--- config.mk ---
export PLATFORM = sky130hd
export DESIGN_NAME = polar_encode_ctrl
export DESIGN_NICKNAME = d
export VERILOG_FILES = /design/src/rtl/polar_encode_ctrl.sv
export SDC_FILE = /design/constraint.sdc
export NUM_CORES = 1
export LEC_CHECK = 0
export CAP_MARGIN = 20
export CORE_MARGIN = 3
export CORE_UTILIZATION = 42
export CTS_CLUSTER_SIZE = 40
export DETAILED_ROUTE_END_ITERATION = 10
export GPL_TIMING_DRIVEN = 0
export PLACE_DENSITY = 0.77
export SLEW_MARGIN = 20
export SYNTH_ARGS = -nofsm -noshare
export SYNTH_HDL_FRONTEND = slang
export SYNTH_SLANG_ARGS = --single-unit
export TNS_END_PERCENT = 50
--- constraint.sdc ---
create_clock -name clk -period 1.8 [get_ports clk]
set_input_delay 0.36 -clock clk [delete_from_list [all_inputs] [get_ports clk]]
set_output_delay 0.36 -clock clk [all_outputs]
set_load 0.05 [all_outputs]
--- src/rtl/polar_encode_ctrl.sv ---
`default_nettype none
// ============================================================================
//  Module      : polar_encode_ctrl
//  Description : Frame controller around polar_transform. Accepts K info
//                bits, inserts frozen zeros to build the u vector, issues it
//                to the transform for one cycle, captures x and presents it
//                as a codeword. Includes a watchdog on the transform result
//                plus frame and timeout counters.
//  Revision    : 1.0 - initial release
// ============================================================================
module polar_encode_ctrl #(
    parameter int              BITS        = 8,
    parameter int              K           = 4,
    parameter logic [BITS-1:0] FROZEN_MASK = 8'b0001_0111,
    parameter int              TIMEOUT     = 64
) (
    input  logic            clk,
    input  logic            rst,
    input  logic            info_valid,
    output logic            info_ready,
    input  logic [K-1:0]    info_data,
    output logic            pt_in_valid,
    output logic            pt_u [BITS],
    input  logic            pt_out_valid,
    input  logic            pt_x [BITS],
    output logic            code_valid,
    input  logic            code_ready,
    output logic [BITS-1:0] code_data,
    output logic            err,
    output logic [15:0]     frame_cnt,
    output logic [7:0]      err_cnt
);

    localparam int              WD_W    = (TIMEOUT > 2) ? $clog2(TIMEOUT) : 1;
    localparam logic [WD_W-1:0] WD_LAST = WD_W'(TIMEOUT - 1);

    typedef enum logic [1:0] {
        IDLE  = 2'd0,
        ISSUE = 2'd1,
        WAIT  = 2'd2,
        HOLD  = 2'd3
    } state_t;

    // Position of u index idx within the info word: the number of
    // non-frozen indices strictly below it.
    function automatic int info_pos(input int idx);
        int n;
        n = 0;
        for (int b = 0; b < idx; b++) begin
            if (!FROZEN_MASK[b]) n++;
        end
        return n;
    endfunction

    state_t          state_q, state_d;
    logic [BITS-1:0] u_q, u_d;
    logic [BITS-1:0] code_q, code_d;
    logic [WD_W-1:0] wd_q, wd_d;
    logic            err_q, err_d;
    logic [15:0]     frame_q, frame_d;
    logic [7:0]      errc_q, errc_d;

    logic [BITS-1:0] u_map;
    logic [BITS-1:0] x_packed;
    logic            accept;

    // A mask whose free positions do not match K can never map the info word.
    if ($countones(~FROZEN_MASK) != K) begin : g_mask_check
        $error("polar_encode_ctrl: popcount(~FROZEN_MASK) must equal K");
    end

    // Frozen positions are tied to zero; free positions take info bits in
    // ascending index order. Also packs the transform result.
    for (genvar i = 0; i < BITS; i++) begin : g_bits
        if (FROZEN_MASK[i]) begin : g_frozen
            assign u_map[i] = 1'b0;
        end else begin : g_info
            localparam int P = info_pos(i);
            assign u_map[i] = info_data[P];
        end
        assign pt_u[i]     = pt_in_valid & u_q[i];
        assign x_packed[i] = pt_x[i];
    end

    assign info_ready  = (state_q == IDLE) && !rst;
    assign pt_in_valid = (state_q == ISSUE);
    assign code_valid  = (state_q == HOLD);
    assign code_data   = code_q;
    assign err         = err_q;
    assign frame_cnt   = frame_q;
    assign err_cnt     = errc_q;
    assign accept      = info_valid && info_ready;

    // Next-state and datapath updates for the one-frame-in-flight sequence.
    always_comb begin
        state_d = state_q;
        u_d     = u_q;
        code_d  = code_q;
        wd_d    = '0;
        err_d   = 1'b0;
        frame_d = frame_q;
        errc_d  = errc_q;
        case (state_q)
            IDLE: begin
                if (accept) begin
                    u_d     = u_map;
                    state_d = ISSUE;
                end
            end
            ISSUE: begin
                state_d = WAIT;
            end
            WAIT: begin
                // A result arriving on the timeout cycle still counts.
                if (pt_out_valid) begin
                    code_d  = x_packed;
                    frame_d = frame_q + 16'd1;
                    state_d = HOLD;
                end else if (wd_q == WD_LAST) begin
                    err_d   = 1'b1;
                    errc_d  = (errc_q == 8'hFF) ? errc_q : errc_q + 8'd1;
                    state_d = IDLE;
                end else begin
                    wd_d = wd_q + 1'b1;
                end
            end
            HOLD: begin
                if (code_ready) state_d = IDLE;
            end
            default: begin
                state_d = IDLE;
            end
        endcase
    end

    // State and datapath registers with synchronous reset.
    always_ff @(posedge clk) begin
        if (rst) begin
            state_q <= IDLE;
            u_q     <= '0;
            code_q  <= '0;
            wd_q    <= '0;
            err_q   <= 1'b0;
            frame_q <= '0;
            errc_q  <= '0;
        end else begin
            state_q <= state_d;
            u_q     <= u_d;
            code_q  <= code_d;
            wd_q    <= wd_d;
            err_q   <= err_d;
            frame_q <= frame_d;
            errc_q  <= errc_d;
        end
    end

endmodule
`default_nettype wire

==> results.md, run 1 <==
* Multi-input gate area at 0.001080 sq mm
* Die Ht at 74.91 um
* Post-DR vias/cell at 5.218
* Synth unique cells at 36
* Port bufs at 55
* Antenna viol nets, final at 0
* Total Nets Final at 325
* Top cells by area, synth: dfxtp_1 (45%), a21oi_1 (5.5%), nand3_1 (5.0%), nor2_1 (4.5%), nand2_1 (4.1%)
* Post-synthesis sequential area ratio at 45.17%
* Clock skew at 0.009400 ns
* Pwr Density at 677.4 mW/mm^2
* Final hold viol count at 0
* Hold path endpoint: code_data[7]
* Final setup vio count at 0
* Final min period at 1.776 ns
* Max Cap Viol at 0
* Crit share post-route at 98.68%
* Synth Instances at 236
* R2R setup slack at 0.02 ns
* Clock Path Buffers at 2
* H-Tree Level Count at 2
* CTS Hold Bufs at 0
* Wirelength, routed at 4706 um
* DRC viols at 0
* Synth Register Bits at 45
* Wirelength per Cell at 13.15 um
* FF-to-FF Start: state_q[1]
* CTS tree: done
* Synth warn at 0
* Hold path cells at 2
* Crit Path Max Fanout at 8
* Netlist Area Pre-Place at 0.001994 sq mm
* Worst EP required at 2.03 ns
* CP Data Arrival Time at 2.01 ns
* Root buffer cell: clkbuf_8
* Worst Tran Pin Value at 0.5096 ns
* I/O pins at 61
* Routability cong. at 0.7982
* Slew Limit Fails at 0
* Largest net degree at the start of global routing at 16
* Setup_tns at 0 ns
* Vias in the first global route at 1,631
* Layout cell share with drive strength beyond 1 at 17.97%
* Clock buffer count from CTS at 5
* Initial detailed-routing violation count at 93
* Fill count at 379
* Initial Util at 44.57%
* Die area at 0.005612 sq mm
* Post-Place Cells at 346
* Register area at 920.9 sq um
* Clock Pin Slew Worst Setup and Hold Paths at 0.09 ns
* Avg Cell Area, Syn at 8.451 sq um
* GRT Util Overall at 17.49%
* Reg2reg end: frame_cnt[12]
* Total number of vias at 1,868
* Cell accounting for the most synthesized area: dfxtp_1
* Die X-Extent at 74.91 um
* Status: complete, no violations
* Initial antenna violation count at 0
* Sink Count at 45
* CP Capture Type: register
* Peak supply drop at 0.4395 mV
* Worst setup SP type: register
* Worst min-delay path category: register to register
* Post-DP HPWL at 3307 um
* Ant. Diodes at 0
* RSZ-0062 raised after global routing: true
* Fmax at 0.5630 GHz
* Synth top area share at 45.17%
* Worst Path Class, Setup: register to register
* Static Leak at 1.202 nW
* # rows at 24
* Hold path startpoint: code_data[7]
* Total power at 1.898 mW
* Area grow syn2layout at 40.53%
* R2R depth at 6
* Worst-case hold slack at 0.4546 ns
* GRT overflow at 0
* Slew headroom at 66.16%
* DRT Pass-1 Iters at 4
* Core area at 0.004474 sq mm
* Global-route wire length before repair at 7541 um
* Worst-Skew Late Latency at 0.31 ns
* Fin cells at 358
[cell type report]
cell class	count	share of cell area (%)
plain buffers	15	3.616
clock inverters	3	0.8036
inverters	6	0.8036
multi-input cells	173	38.53
clock buffers	5	2.455
repair buffers	59	18.62
flip-flops and latches	45	32.86
well taps	52	2.321
[synth_stat cells]
cell / count
a21oi_1: 22
o21ai_0: 12
clkbuf_2: 1
o31ai_1: 2
nor2b_1: 5
nand4_1: 4
nand2_1: 22
buf_4: 6
or4_1: 3
buf_1: 2
nand3b_1: 1
nor3_1: 3
and2b_1: 1
and2_1: 6
a31o_2: 1
nor3b_1: 1
xor2_1: 8
ha_1: 3
nand3_1: 20
nand2b_1: 5
o2111ai_1: 1
mux2_2: 3
or3_1: 8
conb_1: 1
nand4b_4: 1
dfxtp_1: 45
inv_1: 6
nor4_1: 1
and3_1: 1
a211oi_1: 1
and4b_1: 1
clkbuf_1: 6
xnor2_1: 4
mux2i_1: 2
nor2_1: 24
and4_1: 3
[how the worst max path moves through the flow]
stage               start       endpoint  slack [ns]
2_1_floorplan  err_cnt[0]     err_cnt[1]       -0.19
3_3_place_gp          rst     info_ready       -0.49
3_5_place_dp          rst     info_ready       -0.51
4_1_cts        state_q[1]  frame_cnt[12]       -0.03
5_1_grt        state_q[1]  frame_cnt[12]       -0.07
6_report       state_q[1]  frame_cnt[12]        0.02
[placed cells by master, fill, tap and decap left out, types with 3 or more instances in the layout]
cell / netlist / final
and2_1: 6 / 6
nand2b_1: 5 / 5
o21ai_0: 12 / 12
nor2b_1: 5 / 4
buf_2: 0 / 4
dfxtp_2: 0 / 7
or3_1: 8 / 7
nand2_1: 22 / 22
nor2_1: 24 / 24
dfxtp_1: 45 / 35
clkbuf_1: 6 / 3
mux2_2: 3 / 3
buf_6: 0 / 3
xnor2_1: 4 / 4
clkbuf_8: 0 / 5
conb_1: 1 / 4
clkbuf_2: 1 / 3
dfxtp_4: 0 / 3
xor2_1: 8 / 8
clkdlybuf4s50_1: 0 / 14
nand3_1: 20 / 20
dlygate4sd2_1: 0 / 33
inv_1: 6 / 6
a21oi_1: 22 / 21
buf_4: 6 / 9
nand4_1: 4 / 4
[critical path, stage by stage (launching register included)]
cell	delay (ns)
dfxtp_2	0.33
buf_6	0.14
nand4b_4	0.14
or4_4	0.50
buf_6	0.14
or3_1	0.33
a21oi_1	0.12
[report_power, final]
group | internal (mW) | total, mW | switching [mW]
registers | 1.01 | 1.02 | 0.0135
logic | 0.0862 | 0.234 | 0.148
clock network | 0.276 | 0.639 | 0.364
[sequential cells by signal (all words and copies together), names as in the netlist]
register,count
code_data,8
frame_cnt,16
u_q,4
state_q,2
err_cnt,8
err,1
wd_q,6
[metal layers]
metal	up-vias	track usage [%]	share of wire (%)
met5	-	0	0
met2	44	28.24	49
met3	8	4.139	4.5
met4	0	7.115	1.4
li1	943	-	-
met1	873	22.46	45
[stage by stage]
| step | utilization, % | setup slack [ns] | instance area (sq um) |
|---|---|---|---|
| final | 62.64 | 0.02385 | 2803 |
| after global routing | 62.64 | -0.07265 | 2803 |
| after CTS | 60.96 | -0.03405 | 2728 |
| after detailed placement | 59.68 | -0.5100 | 2670 |
| after global placement | 59.68 | -0.4898 | 2670 |
| after floorplan | - | -0.1885 | 2054 |
[cells by family after synthesis]
| group | count (synthesis) | share of synthesized area (%) |
|---|---|---|
| other | 1 | 0.1880 |
| DFF | 45 | 45.17 |
| muxes | 5 | 2.698 |
| and+or+nand+nor | 110 | 29.11 |
| xor gates and xnor gates | 12 | 5.270 |
| buffers and inverters | 21 | 5.144 |
| adders and majority gates | 3 | 1.882 |
| AOI/OAI and AO/OA | 39 | 10.54 |
[what timing repair did]
item	in CTS	in global routing
setup endpoints to repair	47	34
pin swaps	0	5
buffers inserted	0	4
gates resized for setup	67	24
Power figures use the tool's default switching activity.
==> run 2, diff against run 1 <==
--- a/config.mk
+++ b/config.mk
@@ -12,6 +12,7 @@
 export DETAILED_ROUTE_END_ITERATION = 10
 export GPL_TIMING_DRIVEN = 0
 export PLACE_DENSITY = 0.77
+export SKIP_LAST_GASP = 1
 export SLEW_MARGIN = 20
 export SYNTH_ARGS = -nofsm -noshare
 export SYNTH_HDL_FRONTEND = slang
==> run 2 against run 1 <==
Compared with the run above: the run now ends with setup timing left; register-to-register slack got worse by 0.03 ns; first-iteration DRC count fell by 5.4%; combinational power rose by 2%; critical endpoint is now frame_cnt[1]; core utilization rose by 0.73 points; maximum frequency fell by 3.9%; clock power barely moved; clock-buffer cell count did not move; critical path type is now register to output pin; global-route usage rose by 0.055 points; cell count did not move; worst hold slack improved by 0.0033 ns; wire length fell by 0.49%.
==> results.md, run 2 (synthesis results as in run 1) <==
* R2R depth at 6
* Worst setup path end: frame_cnt[1]
* Initial antenna violation count at 0
* Max Cap Viol at 0
* Die Ht at 74.91 um
* I/O pins at 61
* Die X-Extent at 74.91 um
* Pwr Density at 671.8 mW/mm^2
* Final hold viol count at 0
* Root buffer cell: clkbuf_8
* Vias in the first global route at 1,648
* CP Data Arrival Time at 1.49 ns
* Clock Path Buffers at 2
* Post-Place Cells at 346
* Antenna viol nets, final at 0
* Total Nets Final at 325
* Slew headroom at 65.60%
* Die area at 0.005612 sq mm
* Fin cells at 358
* Slew Limit Fails at 0
* Post-DP HPWL at 3307 um
* Net Switching at 0.5269 mW
* Final min period at 1.849 ns
* Register area at 920.9 sq um
* DRT Pass-1 Iters at 4
* Ant. Diodes at 0
* Total power at 1.905 mW
* Logic pwr share at 12.5%
* R2R setup slack at -0.01 ns
* Worst Tran Pin Value at 0.5144 ns
* Status: finished with violations
* Crit share post-route at 102.7%
* Worst EP required at 1.44 ns
* Fill count at 367
* Stages on the worst setup path at 1
* CTS tree: done
* Layout cell share with drive strength beyond 1 at 17.97%
* Commonest non-fill, non-tap cell in the layout: dfxtp_1
* Worst Path Class, Setup: register to output pin
* Core area at 0.004474 sq mm
* Final setup vio count at 12
* CP Capture Type: output pin
* Max FFs per register at 16
* Initial detailed-routing violation count at 88
* Multi-input gate area at 0.001080 sq mm
* Sink Count at 45
* Routability cong. at 0.7982
* Post-DR vias/cell at 5.151
* Static Leak at 1.179 nW
* # rows at 24
* Peak supply drop at 0.4397 mV
* Clk pwr share at 33.7%
* Worst-Skew Late Latency at 0.31 ns
* Clock buffer count from CTS at 5
* Internal Power at 1.378 mW
* Crit path cell chain: clkdlybuf4s50_1
* Wirelength per Cell at 13.08 um
* Global-route wire length before repair at 7576 um
* Reg2reg end: frame_cnt[10]
* FF-to-FF Start: state_q[1]
* GRT Util Overall at 17.54%
* Most frequent cells in the layout: dfxtp_1 (35), clkdlybuf4s50_1 (29), nor2_1 (24)
* Worst-case hold slack at 0.4579 ns
* Clock Pin Slew Worst Setup and Hold Paths at 0.09 ns
* Critical Path Source: frame_cnt[1]
* Largest net degree at the start of global routing at 16
* Switching share of power at 27.66%
* Total number of vias at 1,844
* Power share of the sequential group at 53.8%
* Worst setup SP type: register
* CP Buf/Inv Count at 1
* Clock skew at 0.009663 ns
* Worst min-delay path category: register to register
* GRT overflow at 0
* RSZ-0062 raised after global routing: true
* DRC viols at 0
* Worst path max stage delay at 0.80 ns
* CTS Hold Bufs at 0
* Cell family with most CP delay: buffers and inverters
* Wirelength, routed at 4683 um
* Initial Util at 44.57%
* Place WS at -0.5100 ns
* Fmax at 0.5410 GHz
* Failing checks: setup timing
* Port bufs at 55
* Area grow syn2layout at 42.16%
* CP max stage cell: clkdlybuf4s50_1
* Fin worst setup slack at -0.04851 ns
* Final core utilization at 63.37%
* H-Tree Level Count at 2
* Crit Path Max Fanout at 4
-- run 2: cell count changes in the layout (fill, tap and decap cells not counted), sizes merged --
cell / previous run / this run
dlygate4sd2: 33 / 15
clkdlybuf4s18: 0 / 1
clkdlybuf4s50: 14 / 29
dlymetal6s2s: 1 / 4
clkbuf: 12 / 11
-- run 2: repair_timing --
action	4_1_cts	5_1_grt
gates cloned	0	0
pin swaps	0	7
buffers inserted	0	4
gates resized for setup	45	31
setup endpoints to repair	47	54
-- run 2: area by class of cell --
| cell class | count | area share [%] |
|---|---|---|
| Multi-Input combinational cell | 173 | 38.08 |
| Sequential cell | 45 | 32.48 |
| Timing Repair Buffer | 59 | 19.55 |
| Buffer | 15 | 3.575 |
| Clock buffer | 5 | 2.427 |
| Tap cell | 52 | 2.295 |
| Clock inverter | 3 | 0.7944 |
| Inverter | 6 | 0.7944 |
-- run 2: worst min-delay path by stage --
| stage | start | endpoint | slack, ns | depth (start not counted) |
|---|---|---|---|---|
| 5_1_grt | wd_q[0] | wd_q[0] | 0.49 | 1 |
| 2_1_floorplan | wd_q[0] | wd_q[0] | 0.42 | 1 |
| 4_1_cts | code_data[7] | code_data[7] | 0.46 | 2 |
| 3_5_place_dp | wd_q[0] | wd_q[0] | 0.44 | 1 |
| 6_report | code_data[7] | code_data[7] | 0.46 | 2 |
| 3_3_place_gp | wd_q[0] | wd_q[0] | 0.43 | 1 |
-- run 2: metrics by stage --
stage / cell area [sq um] / TNS [ns]
final: 2835 / -0.2089
after global routing: 2835 / -1.115
after CTS: 2751 / -0.8475
after detailed placement: 2670 / -9.917
after global placement: 2670 / -9.013
after floorplan: 2054 / -1.079
-- run 2: power by group through the flow --
stage | combinational (mW) | sequential [mW] | clock (mW)
final | 0.238 | 1.03 | 0.641
after global routing | 0.257 | 1.03 | 0.693
after CTS | 0.238 | 1.03 | 0.649
after detailed placement | 0.241 | 1.05 | 0
after global placement | 0.238 | 1.05 | 0
after floorplan | 0.130 | 1.07 | 0
-- run 2: worst register-to-register path: cells and delay by family (launching register included) --
| family | cells | cell delay (ns) |
|---|---|---|
| AND/OR/NAND/NOR | 3 | 1.00 |
| flip-flops | 1 | 0.33 |
| buffers and inverters | 2 | 0.28 |
| AO/OA/AOI/OAI | 1 | 0.13 |
-- run 2: metal layers --
metal | track usage, % | part of all wire [%] | vias up
met1 | 22.54 | 45 | 853
met5 | 0 | 0 | -
met3 | 4.139 | 4.2 | 8
li1 | - | - | 943
met2 | 28.34 | 49 | 40
met4 | 7.115 | 1.4 | 0
==> run 3, diff against run 2 <==
--- a/config.mk
+++ b/config.mk
@@ -7,11 +7,12 @@
 export LEC_CHECK = 0
 export CAP_MARGIN = 20
 export CORE_MARGIN = 3
-export CORE_UTILIZATION = 42
-export CTS_CLUSTER_SIZE = 40
+export CORE_UTILIZATION = 43
+export CTS_BUF_LIST = sky130_fd_sc_hd__clkbuf_2 sky130_fd_sc_hd__clkbuf_4 sky130_fd_sc_hd__clkbuf_8
+export CTS_CLUSTER_SIZE = 20
 export DETAILED_ROUTE_END_ITERATION = 10
 export GPL_TIMING_DRIVEN = 0
-export PLACE_DENSITY = 0.77
+export PLACE_DENSITY = 0.78
 export SKIP_LAST_GASP = 1
 export SLEW_MARGIN = 20
 export SYNTH_ARGS = -nofsm -noshare
==> run 3 against run 2 <==
Compared with the run above: the flow still finishes with violations (setup timing); sequential share of layout area rose by 0.29 points; global-route usage is 1.5 points lower; setup slack gained 0.015 ns; final area is 1.0% lower; worst hold slack worse by 0.0079 ns; sequential power is essentially flat; combinational power up 2%; maximum frequency grew 0.81%; cell count rose by 0.28%; flip-flop and latch count unchanged; largest power group unchanged.
==> results.md, run 3 (synthesis results as in run 1) <==
* Hold path startpoint: wd_q[0]
* Post-DP HPWL at 3237 um
* CTS Hold Bufs at 0
* Port bufs at 55
* GRT Util Overall at 16.06%
* Pwr Density at 679.5 mW/mm^2
* Final setup vio count at 7
* Die Ht at 74.11 um
* Global-route wire length before repair at 7044 um
* Ant. Diodes at 0
* Slew headroom at 65.16%
* Final hold viol count at 0
* Post-DR vias/cell at 5.022
* Most frequent cells in the layout: dfxtp_1 (36), clkdlybuf4s50_1 (31), nor2_1 (24)
* Worst min-delay path category: register to register
* Clock Path Buffers at 2
* CP Data Arrival Time at 1.47 ns
* Layout cell share with drive strength beyond 1 at 15.31%
* Worst Path Class, Setup: register to output pin
* Worst EP required at 1.44 ns
* Static Leak at 1.177 nW
* Wirelength, routed at 4394 um
* DRC viols at 0
* Fin cells at 359
* Commonest non-fill, non-tap cell in the layout: dfxtp_1
* Root buffer cell: clkbuf_8
* CP Buf/Inv Count at 1
* Clock skew at 0.005708 ns
* Max Cap Viol at 0
* Fin worst setup slack at -0.03358 ns
* Final core utilization at 63.58%
* CP Capture Type: output pin
* Clock Pin Slew Worst Setup and Hold Paths at 0.08 ns
* Max FFs per register at 16
* Fmax at 0.5454 GHz
* Place WS at -0.4981 ns
* CP max stage cell: clkdlybuf4s50_1
* Total number of vias at 1,803
* CTS tree: done
* Peak supply drop at 0.3509 mV
* H-Tree Level Count at 2
* Vias in the first global route at 1,590
* FF-to-FF Start: frame_cnt[1]
* I/O pins at 61
* Hold path cells at 1
* Final min period at 1.834 ns
* Cell family with most CP delay: buffers and inverters
* Crit path cell chain: clkdlybuf4s50_1
* Routability cong. at 0.7617
* Total Nets Final at 326
* Failing checks: setup timing
* Stages on the worst setup path at 1
* Clock buffer count from CTS at 5
* Die X-Extent at 74.11 um
* Critical Path Source: frame_cnt[3]
* Largest net degree at the start of global routing at 13
* Initial detailed-routing violation count at 75
* Area grow syn2layout at 40.72%
* Worst-Skew Late Latency at 0.29 ns
* R2R depth at 6
* Slew Limit Fails at 0
* Worst setup SP type: register
* Antenna viol nets, final at 0
* Initial Util at 45.18%
* Post-Place Cells at 346
* Die area at 0.005492 sq mm
* GRT overflow at 0
* Crit Path Max Fanout at 7
* Crit share post-route at 101.9%
* DRT Pass-1 Iters at 5
* Status: finished with violations
* Worst Tran Pin Value at 0.5210 ns
* Wirelength per Cell at 12.24 um
* Worst path max stage delay at 0.81 ns
* Sink Count at 45
* Initial antenna violation count at 0
* # rows at 24
* RSZ-0062 raised after global routing: true
* Core area at 0.004414 sq mm
run 3: cell count changes in the layout (fill, tap and decap cells not counted), sizes merged:
cell           previous run  this run
buf                      17        18
clkbuf                   11        14
clkdlybuf4s50            29        31
clkinv                    3         0
dlygate4sd2              15        12
dlymetal6s2s              4         5
run 3: final timing paths:
path                        end  slack [ns]
setup / recovery   frame_cnt[3]       -0.03
hold / removal          wd_q[0]        0.45
setup reg to reg  frame_cnt[12]        0.03
hold reg to reg         wd_q[0]        0.45
run 3: cell type report:
cell class                      count  area (sq um)
Timing Repair Buffer               60         569.3
Multi-Input combinational cell    173          1051
Tap cell                           52         65.06
Inverter                            6         22.52
Sequential cell                    45         919.6
Buffer                             15         87.58
Fill cell                         381          1608
Clock buffer                        8         91.34
run 3: repair_timing:
item	CTS	global route
setup buffers	1	4
setup endpoints to repair	40	53
pin swaps	1	0
gates resized for setup	41	17
run 3: metal layers:
| layer | GRT usage [%] | wire, um | vias to the layer above |
|---|---|---|---|
| met5 | 0 | 0 | - |
| met1 | 20.73 | 2048 | 816 |
| met2 | 27.36 | 2125 | 37 |
| met3 | 3.243 | 171 | 5 |
| li1 | - | - | 945 |
| met4 | 4.225 | 49 | 0 |
run 3: metrics by stage:
step | hold WS [ns] | cell area (sq um) | total power [mW] | setup TNS [ns]
floorplan | 0.4175 | 2054 | 1.200 | -1.079
global placement | 0.4317 | 2670 | 1.284 | -8.338
detailed placement | 0.4339 | 2670 | 1.287 | -8.934
CTS | 0.4522 | 2751 | 1.914 | -0.8048
global route | 0.4812 | 2806 | 1.974 | -2.472
finish | 0.4500 | 2806 | 1.907 | -0.1068
run 3: power by group:
group	leakage (nW)	internal, mW	switching [mW]	total [mW]
clock network	0.0498	0.321	0.318	0.640
registers	0.369	1.01	0.0136	1.02
logic	0.758	0.0952	0.148	0.243
